`config.mk`:
```
export PLATFORM = sky130hd
export DESIGN_NAME = cordic_seq_ctrl
export DESIGN_NICKNAME = d
export VERILOG_FILES = /design/src/rtl/cordic_pkg.sv /design/src/rtl/cordic_pass_timer.sv /design/src/rtl/cordic_seq_ctrl.sv
export SDC_FILE = /design/constraint.sdc
export NUM_CORES = 1
export LEC_CHECK = 0
export CORE_UTILIZATION = 54
export CTS_CLUSTER_SIZE = 20
export DETAILED_ROUTE_END_ITERATION = 7
export PLACE_DENSITY = 0.86
export SKIP_CTS_REPAIR_TIMING = 1
export SLEW_MARGIN = 20
export SYNTH_ARGS = -nofsm -noshare
export SYNTH_HDL_FRONTEND = slang
export SYNTH_SLANG_ARGS = --single-unit
```
`constraint.sdc`:
```
create_clock -name clk -period 3.15 [get_ports clk]
set_input_delay 0.63 -clock clk [delete_from_list [all_inputs] [get_ports clk]]
set_output_delay 0.63 -clock clk [all_outputs]
set_load 0.02 [all_outputs]
```
`src/rtl/cordic_pkg.sv`:
```
// Shared definitions for the bit-serial CORDIC sequencer and its helpers.
//   - state_t : sequencer state encoding
//   - OP_ADD / OP_SUB : adder control encoding seen by the z/x/y stages
//   - DATA_W / ITER_W : datapath word width and iteration index width
package cordic_pkg;

  localparam int DATA_W = 16;
  localparam int ITER_W = 5;

  localparam logic OP_ADD = 1'b0;
  localparam logic OP_SUB = 1'b1;

  typedef enum logic [2:0] {
    IDLE      = 3'd0,
    SETUP     = 3'd1,
    RUN       = 3'd2,
    GAP       = 3'd3,
    WAIT_STEP = 3'd4
  } state_t;

endpackage

```
`src/rtl/cordic_pass_timer.sv`:
```
// RUN-cycle counter for one CORDIC pass.
//   clk, rst_n : system clock, async active-low reset
//   clear      : synchronous clear (wins over en)
//   en         : count one cycle
//   count      : cycles counted since the last clear
//   expired    : count has reached TIMEOUT-1
module cordic_pass_timer #(
  parameter int TIMEOUT = 40,
  parameter int CNT_W   = $clog2(TIMEOUT + 1)
) (
  input  logic             clk,
  input  logic             rst_n,
  input  logic             clear,
  input  logic             en,
  output logic [CNT_W-1:0] count,
  output logic             expired
);

  always_ff @(posedge clk or negedge rst_n) begin
    if (!rst_n) begin
      count <= '0;
    end else if (clear) begin
      count <= '0;
    end else if (en) begin
      count <= count + CNT_W'(1);
    end
  end

  assign expired = (count == CNT_W'(TIMEOUT - 1));

endmodule

```
`src/rtl/cordic_seq_ctrl.sv`:
```
// Iteration sequencer for the bit-serial CORDIC datapath.
//   clk, rst_n          : system clock, async active-low reset
//   go                  : start a full run from IDLE
//   step_mode, step     : pause after each iteration / advance one iteration
//   sign                : z register sign from the z stage (1 = negative)
//   zdone, xdone, ydone : per-stage end-of-pass flags
//   iter                : iteration index to all stages (0 = load initial values)
//   start               : shift/compare enable, held high for a whole pass
//   op_z, op_x, op_y    : adder controls (1 = subtract)
//   busy, done, err     : run in progress / run complete pulse / sticky timeout
//
// state     | meaning
// ----------+----------------------------------------------------------
// IDLE      | iter=0, waiting for go
// SETUP     | iter=k, ops settled from sign, start still low
// RUN       | start high, waiting for all three stage done flags
// GAP       | start low so stages clear; advance k or finish
// WAIT_STEP | single-step pause, iter already shows the next k
module cordic_seq_ctrl
  import cordic_pkg::*;
#(
  parameter int N_ITER  = 16,
  parameter int TIMEOUT = 40
) (
  input  logic              clk,
  input  logic              rst_n,
  input  logic              go,
  input  logic              step_mode,
  input  logic              step,
  input  logic              sign,
  input  logic              zdone,
  input  logic              xdone,
  input  logic              ydone,
  output logic [ITER_W-1:0] iter,
  output logic              start,
  output logic              op_z,
  output logic              op_x,
  output logic              op_y,
  output logic              busy,
  output logic              done,
  output logic              err
);

  localparam int CNT_W = $clog2(TIMEOUT + 1);

  state_t            state, state_nxt;
  logic [ITER_W-1:0] iter_nxt;
  logic              start_nxt;
  logic              op_z_nxt, op_x_nxt, op_y_nxt;
  logic              busy_nxt, done_nxt, err_nxt;
  logic              d_neg, d_neg_nxt;
  logic              load_ops;

  logic              in_run;
  logic [CNT_W-1:0]  run_cnt;
  logic              run_expired;
  logic              pass_done;

  assign in_run = (state == RUN);

  cordic_pass_timer #(
    .TIMEOUT(TIMEOUT),
    .CNT_W  (CNT_W)
  ) u_pass_timer (
    .clk    (clk),
    .rst_n  (rst_n),
    .clear  (!in_run),
    .en     (in_run),
    .count  (run_cnt),
    .expired(run_expired)
  );

  // Flags left high from the previous pass are ignored in the first RUN cycle.
  assign pass_done = zdone & xdone & ydone & (run_cnt != '0);

  always_ff @(posedge clk or negedge rst_n) begin
    if (!rst_n) begin
      state <= IDLE;
      iter  <= '0;
      start <= 1'b0;
      op_z  <= OP_ADD;
      op_x  <= OP_ADD;
      op_y  <= OP_ADD;
      busy  <= 1'b0;
      done  <= 1'b0;
      err   <= 1'b0;
      d_neg <= 1'b0;
    end else begin
      state <= state_nxt;
      iter  <= iter_nxt;
      start <= start_nxt;
      op_z  <= op_z_nxt;
      op_x  <= op_x_nxt;
      op_y  <= op_y_nxt;
      busy  <= busy_nxt;
      done  <= done_nxt;
      err   <= err_nxt;
      d_neg <= d_neg_nxt;
    end
  end

  always_comb begin
    state_nxt = state;
    iter_nxt  = iter;
    start_nxt = start;
    busy_nxt  = busy;
    done_nxt  = 1'b0;
    err_nxt   = err;
    load_ops  = 1'b0;

    case (state)
      IDLE: begin
        iter_nxt  = '0;
        start_nxt = 1'b0;
        if (go) begin
          busy_nxt  = 1'b1;
          err_nxt   = 1'b0;
          iter_nxt  = ITER_W'(1);
          load_ops  = 1'b1;
          state_nxt = SETUP;
        end
      end
      SETUP: begin
        start_nxt = 1'b1;
        state_nxt = RUN;
      end
      RUN: begin
        if (pass_done) begin
          start_nxt = 1'b0;
          state_nxt = GAP;
        end else if (run_expired) begin
          start_nxt = 1'b0;
          err_nxt   = 1'b1;
          busy_nxt  = 1'b0;
          iter_nxt  = '0;
          state_nxt = IDLE;
        end
      end
      GAP: begin
        if (iter == ITER_W'(N_ITER)) begin
          done_nxt  = 1'b1;
          busy_nxt  = 1'b0;
          iter_nxt  = '0;
          state_nxt = IDLE;
        end else begin
          iter_nxt = iter + ITER_W'(1);
          if (step_mode) begin
            state_nxt = WAIT_STEP;
          end else begin
            load_ops  = 1'b1;
            state_nxt = SETUP;
          end
        end
      end
      WAIT_STEP: begin
        if (step) begin
          load_ops  = 1'b1;
          state_nxt = SETUP;
        end
      end
      default: begin
        iter_nxt  = '0;
        start_nxt = 1'b0;
        busy_nxt  = 1'b0;
        state_nxt = IDLE;
      end
    endcase

    // Ops are captured on SETUP entry so they settle a full cycle before start
    // rises and cannot move again until the next SETUP.
    d_neg_nxt = load_ops ? sign : d_neg;
    op_z_nxt  = d_neg_nxt ? OP_ADD : OP_SUB;
    op_x_nxt  = d_neg_nxt ? OP_ADD : OP_SUB;
    op_y_nxt  = d_neg_nxt ? OP_SUB : OP_ADD;
  end

endmodule

```
# ---- After elaboration in Yosys (flattened, before gate mapping)
# Index checks and enable logic that the tools add are counted.
dict set report totals {
  register_bits 21
  latchBits 0
  ram_bits 0
  rom_bits 0
  inputBits 9
  output_inout_bits 12
  wordCells 73
  n_memories 0
}
dict set report op_classes {
  n_addsub 2
  mul 0
  div 0
  magnitude_cmp 0
  n_eq_ne 12
  n_shift 0
  n_mux 34
  n_bitwise 5
  n_reduce_logical 10
}
# operator count
set ops {}
lappend ops {{5-bit case mux with 4 select lines} 1}
lappend ops {{1-bit two-way mux} 18}
lappend ops {{3-bit two-way mux} 6}
lappend ops {{5-bit two-way mux} 3}
lappend ops {{3-bit case mux with 5 select lines} 1}
lappend ops {{2-bit inequality test, second input constant} 4}
lappend ops {{6-bit by 1-bit adder with 6-bit output, second input constant} 1}
lappend ops {{3-bit by 2-bit equality test with 1-bit output, second input constant} 2}
lappend ops {{6-bit equality test, second input constant} 1}
lappend ops {{6-bit two-way mux} 1}
lappend ops {{1-bit case mux with 3 select lines} 2}
lappend ops {{3-bit AND reduction} 2}
lappend ops {{6-bit nonzero test} 1}
lappend ops {{5-bit by 1-bit adder with 5-bit output, second input constant} 1}
lappend ops {{5-bit equality test, second input constant} 1}
lappend ops {{5-bit AND reduction} 1}
lappend ops {{1-bit case mux with 4 select lines} 1}
lappend ops {{4-bit AND reduction} 1}
lappend ops {{2-bit OR reduction} 2}
lappend ops {{1-bit bitwise AND} 3}
lappend ops {{3-bit by 1-bit equality test with 1-bit output, second input constant} 1}
lappend ops {{3-bit equality test, second input constant} 1}
lappend ops {{3-bit zero test} 1}
lappend ops {{3-bit by 1-bit inequality test with 1-bit output, second input constant} 1}
lappend ops {{5 further kinds} 6}

# ---- Longest topological paths before layout
# Gate-level depths: netlist of the first run.
dict set report depth {
  word_depth 5
  mapped_depth 6
  ltp_nobuf 6
}

# ---- Cells and area by module
# Synthesis of the first run repeated with hierarchy kept, for this count alone.
dict set report hier_totals {
  cells_unflattened 111
  area_unflattened_um2 1123.6
}
# mod instances cells_per_inst area_each_um2 seq_area_each_um2
set by_module_without_submodules {}
lappend by_module_without_submodules {cordic_seq_ctrl 1 83 837.1 350.3}
lappend by_module_without_submodules {cordic_pass_timer 1 28 286.5 150.1}

# ---- Least setup slack after synthesis of the first run
# OpenSTA, ideal clock, no wires.
dict set report synth_timing {
  path_kind {reg-to-reg}
  start {register iter[0]}
  end {register (tool-made name)}
  setup_time_ps 125
  t_arrival_ps 1755
  t_required_ps 3025
  path_slack_ps 1271
  path_stages_with_launch 7
  path_buffers 0
  period_less_slack_ps 1879
  cell_sequence {dfrtp_1 inv_1 ha_1 and4bb_2 or2_1 o32ai_2 mux2_2}
}
# element line_no
set synth_rtl {}
lappend synth_rtl {{start: declaration} cordic_seq_ctrl.sv:34} ;# output logic [ITER_W-1:0] iter,
lappend synth_rtl {{start signal: assignment} cordic_seq_ctrl.sv:90} ;# iter <= iter_nxt;

# ---- Final worst setup path of the first run
dict set report layout_timing {
  start {register iter[0]}
  end {output port iter[0]}
}
# No word-level cell between the ends.

==> results.toml, run 1 <==
[pwr]
power_frac_clock_pct = 19.2
totalPowerFinal_w = 0.00109
leakage_nw = 0.572
power_frac_seq_pct = 37.6
power.density_mw_per_mm2 = 811
swShare_pct = 37.9
p_sw_w = 0.000412
internal_power_w = 0.000675
vdd_drop_max_v = 0.000753
combinationalPowerShare_pct = 43.2

[synthesis]
synth_top_family_by_area = "simple AND/OR/NAND/NOR gates"
synth_area_per_cell_sq_um = 10.5
synth_top_cell_by_area = "dfrtp_1"
yosysWarnings = 0
ys_top_cells_by_area = "dfrtp_1, nor2_1, ha_1, xnor2_1, mux2i_1"
yosys-mux-area-fraction_pct = 4.78
synth_nets = 118
synth_edf_count = 0
netlist_area_sq_mm = 0.00110
synthFlopType = "dfrtp_1"
synth_cells = 105
synth-simple-area-share_pct = 18.5
synth_top_area_share_pct = 45.5
synth_fa_ha_area_share_pct = 4.55
ys_types = 37
synthXorXnorAreaFrac_pct = 4.78
async_flop_share_pct = 100
synth_compound_area_share_pct = 15.2
yosysSeqAreaShare_pct = 45.5
synth_seq_cells = 20

[critical_path]
critical_path.cell_chain = "clkdlybuf4s50_1"
required_ns = 2.52
cp_top_family = "buffers and inverters"
crit_slowest_cell = "clkdlybuf4s50_1"
worst_ep_arrival_time_ns = 1.41
max_stage_delay_ns = 0.64
worstSetupPathType = "flip-flop to output port"
critPathMaxFanout = 6
endpoint_kind = "output port"
startpoint_type = "flip-flop"
cp.buffers_inverters = 1

[outcome]
status = "finished, final reports clean"

[layout]
drive_above_1_share_pct = 12.9
regArea_sq_um = 500
syn_to_final_growth_pct = 22.0
multi_input_area_sq_um = 527
fin_nets = 138
n_fill_cell = 134
design_area_sq_mm = 0.00134
diodes = 0

[floorplanning]
die_height_um = 47.1
die_x_um = 47.1
core_sq_mm = 0.00182
die_area_sq_mm = 0.00222
initial_core_util_pct = 60.4
rows = 15
ios = 21

[detailed_routing]
first_iter_violations = 38
routed_wl_um = 2240
vias_per_cell = 5.77
dr.pass1.iters = 4
drc = 0
final_antenna_net_count = 0
vias = 859
post_drt_wl_per_cell_um = 15.0

[job]
drv_cap = 0

[clocking]
cts_root_buf = "clkbuf_4"
cts_tree = "yes"
htree_levels = 1
cts_num_sinks = 20
cts_made_buffers = 3
clk_path_buf_depth = 2
clock_latency_ns = 0.31
clk_pin_slew_ns = 0.11

[place]
dpl_cell_area_sq_mm = 0.00129
pre_cts_ws_ns = 1.08
place.gp.congestion = 0.880
portBuffers = 20
hpwl_um = 1580

[timing]
fin_tns_setup_ns = 0
hold_viol = 0
fmax_mhz = 490
post-route-period-util_pct = 64.8
hold_slack_ns = 0.486
final.setup.worst_slack_ns = 1.11
rsz0062_at_grt = "no"
slew_headroom_pct = 40.8
setup_viol = 0
skew_ns = 0.00391
worstMarginPinSlew_ns = 0.885
period_minus_slack_ns = 2.04
slew_violations = 0

[grt]
grt_pass1_wl_um = 3550
grt_overflow = 0
grt_max_degree = 21
antenna_found_initial = 0
grt_use_total_pct = 23.6
grt_pass1_vias = 818

[worst_hold_path]
hp-class = "flip-flop to flip-flop"
## registers in the layout, indices dropped and copies added, names as in the netlist, named ones only
register	flops
iter	5
state	3
err	1
op_x	1
done	1
u_pass_timer.count	6
busy	1
start	1
## kinds of logic after synthesis
family                   after synthesis
adder cells (fa/ha/maj)                4
flip-flops                            20
AND/OR/NAND/NOR                       39
AO/OA/AOI/OAI                         18
multiplexers                           5
XOR/XNOR                               6
buffers and inverters                 13
## final timing paths
path                            startpoint                     to  slack (ns)  cells past startpoint
worst max-delay path               iter[0]                iter[0]        1.11                      1
worst min-delay path             flip-flop                   op_x        0.49                      1
worst max register to register     iter[0]              flip-flop        1.19                      6
worst min register to register   flip-flop                   op_x        0.49                      1
max in group asynchronous            rst_n                   op_x        1.80                      1
min in group asynchronous            rst_n  u_pass_timer.count[3]        0.81                      1
## worst reg2reg max path, stage by stage, from the launching register on
cell and delay [ns]:
dfrtp_1 0.47, inv_1 0.07, ha_1 0.19, and4bb_2 0.26, or2_1 0.29, o32ai_2 0.20, mux2_2 0.37
## per-layer routing
metal	vias to the layer above	global-route usage (%)	part of all wire, %
li1	411	-	-
met1	404	30.4	43
met2	35	37.2	49
met3	9	3.85	5.1
met4	0	14.3	2.9
met5	-	0	0
## cells in the mapped netlist (2+ instances only)
cell type,number
nor3_1,4
dfrtp_1,20
ha_1,4
and3_1,2
buf_4,2
a31oi_1,2
xnor2_1,4
a22o_2,2
and4bb_2,2
o21ai_0,2
nand3_1,5
mux2i_1,3
nor2_1,15
nand2_1,5
xor2_1,2
buf_6,2
inv_1,8
mux2_2,2
## cell type report
type                    count  area share [%]
multi-input cells          72            39.3
flip-flops and latches     20            37.3
repair buffers             20            14.9
well taps                  25            2.33
clock inverters             1            2.24
inverters                   8            2.24
clock buffers               3            1.68
## power groups by stage
stage	clock network, W	registers (W)	logic (W)
floorplan	0	0.000405	0.000349
global placement	0	0.000403	0.000441
detailed placement	0	0.000411	0.000456
CTS	0.000211	0.000407	0.000472
global route	0.000220	0.000421	0.000509
finish	0.000209	0.000409	0.000469
## cell usage in the layout (no fill, tap or decap), types with 3 or more instances in the layout
| master | Yosys | layout |
|---|---|---|
| nor3_1 | 4 | 4 |
| mux2i_1 | 3 | 3 |
| clkbuf_4 | 0 | 3 |
| xnor2_1 | 4 | 4 |
| inv_1 | 8 | 8 |
| nor2_1 | 15 | 15 |
| clkdlybuf4s50_1 | 0 | 20 |
| ha_1 | 4 | 4 |
| dfrtp_1 | 20 | 20 |
| nand3_1 | 5 | 5 |
| nand2_1 | 5 | 5 |
## stage by stage
stage,std cells,util (%)
2_1_floorplan,105,-
3_3_place_gp,145,70.8
6_report,149,73.7
4_1_cts,149,73.7
3_5_place_dp,145,70.8
5_1_grt,149,73.7
No activity file was read; power rests on OpenSTA's default activity.
==> inputs of run 2 (changes only) <==
Settings changed: CORE_UTILIZATION 54 to 50, PLACE_DENSITY 0.86 to 0.8.
Clock period 3.15 ns to 2.04 ns, I/O delays scaled along.
==> results.toml, run 2 (synthesis gave the netlist of run 1 again) <==
[place]
portBuffers = 20
place.gp.congestion = 0.893
hpwl_um = 1720
pre_cts_ws_ns = 0.187

[clocking]
clk_pin_slew_ns = 0.12
htree_levels = 1
clock_latency_ns = 0.30
cts_num_sinks = 20
cts_made_buffers = 3
clk_path_buf_depth = 2
cts_root_buf = "clkbuf_4"
cts_tree = "yes"

[layout]
multi_input_area_sq_um = 527
top_regs = "u_pass_timer.count: 6 flops, iter: 5 flops, state: 3 flops"
largest-register = "u_pass_timer.count"
largest_reg_flops = 6
regArea_sq_um = 500
final_cell_mix = "dfrtp_1, clkdlybuf4s50_1, nor2_1"
diodes = 0
n_fill_cell = 167
syn_to_final_growth_pct = 24.8
fin_nets = 144
drive_above_1_share_pct = 16.9

[job]
drv_cap = 0

[pwr]
power.density_mw_per_mm2 = 1190
leakage_nw = 0.594
vdd_drop_max_v = 0.000860
totalPowerFinal_w = 0.00164

[critical_path]
critPathMaxFanout = 5
worstSetupPathType = "flip-flop to flip-flop"
endpoint_kind = "flip-flop"
cp_top_family = "simple AND/OR/NAND/NOR gates"
critical_path.cell_chain = "inv_1 -> ha_1 -> and4bb_2 -> or2_1 -> o32ai_2 -> mux2_2"
required_ns = 2.24
crit_slowest_cell = "dfrtp_1"
cp.buffers_inverters = 1
startpoint_type = "flip-flop"
max_stage_delay_ns = 0.42
worst_ep_arrival_time_ns = 2.05

[detailed_routing]
vias = 873
drc = 0
first_iter_violations = 32
routed_wl_um = 2250
dr.pass1.iters = 4
vias_per_cell = 5.56
post_drt_wl_per_cell_um = 14.3
final_antenna_net_count = 0

[timing]
setup_viol = 0
fin_tns_setup_ns = 0
skew_ns = 0.0100
rsz0062_at_grt = "no"
post-route-period-util_pct = 90.7
hold_viol = 0
final.setup.worst_slack_ns = 0.190
slew_violations = 0
slew_headroom_pct = 73.6
fmax_mhz = 541
hold_slack_ns = 0.437
period_minus_slack_ns = 1.85
worstMarginPinSlew_ns = 0.395

[floorplanning]
die_height_um = 48.9
ios = 21
die_area_sq_mm = 0.00239
core_sq_mm = 0.00202
initial_core_util_pct = 54.4
rows = 16
die_x_um = 48.9

[outcome]
status = "finished, final reports clean"

[worst_hold_path]
hp-class = "primary input to asynchronous set/reset pin"

[grt]
grt_max_degree = 21
grt_overflow = 0
grt_use_total_pct = 21.8
grt_pass1_wl_um = 4020
antenna_found_initial = 0
grt_pass1_vias = 955
[run 2: changes by cell type in the layout (fill, tap and decap cells not counted), sizes merged]
cell    previous run  this run
bufinv             1         0
buf                0         6
clkbuf             3         4
[run 2: layer usage]
metal | global-route usage, % | vias to the layer above | wire length [um]
li1 | - | 417 | -
met1 | 26.0 | 423 | 953
met2 | 38.7 | 27 | 1170
met3 | 2.80 | 6 | 71
met4 | 10.8 | 0 | 55
met5 | 0 | - | 0
[run 2: cell type report]
| class | instances | area share (%) |
|---|---|---|
| multi-input combinational | 72 | 38.4 |
| tap | 27 | 2.46 |
| clock buffer | 4 | 2.64 |
| sequential | 20 | 36.5 |
| timing repair buffer | 26 | 17.9 |
| inverter | 8 | 2.19 |
[run 2: worst paths after layout]
| check | from | to | slack, ns | depth (start not counted) |
|---|---|---|---|---|
| worst max register to register | iter[1] | flip-flop | 0.19 | 6 |
| worst max-delay path | iter[1] | flip-flop | 0.19 | 6 |
| min in group clk | u_pass_timer.count[0] | u_pass_timer.count[0] | 0.48 | 1 |
| worst min register to register | u_pass_timer.count[0] | u_pass_timer.count[0] | 0.48 | 1 |
| worst min-delay path | rst_n | iter[4] | 0.44 | 2 |
| max in group asynchronous | rst_n | iter[3] | 1.38 | 2 |
[run 2: through the flow]
step	util [%]	std cells	instance area, sq um
floorplan	-	105	1100
global placement	66.1	153	1340
detailed placement	66.1	153	1340
CTS	67.9	157	1370
global route	67.9	157	1370
finish	67.9	157	1370
[run 2: power by group]
| part | internal (W) | switching, W | leakage (nW) |
|---|---|---|---|
| clock network | 0.000109 | 0.000122 | 0.0210 |
| registers | 0.000492 | 0.0000720 | 0.265 |
| logic | 0.000410 | 0.000434 | 0.308 |
| total | 0.00101 | 0.000628 | 0.594 |
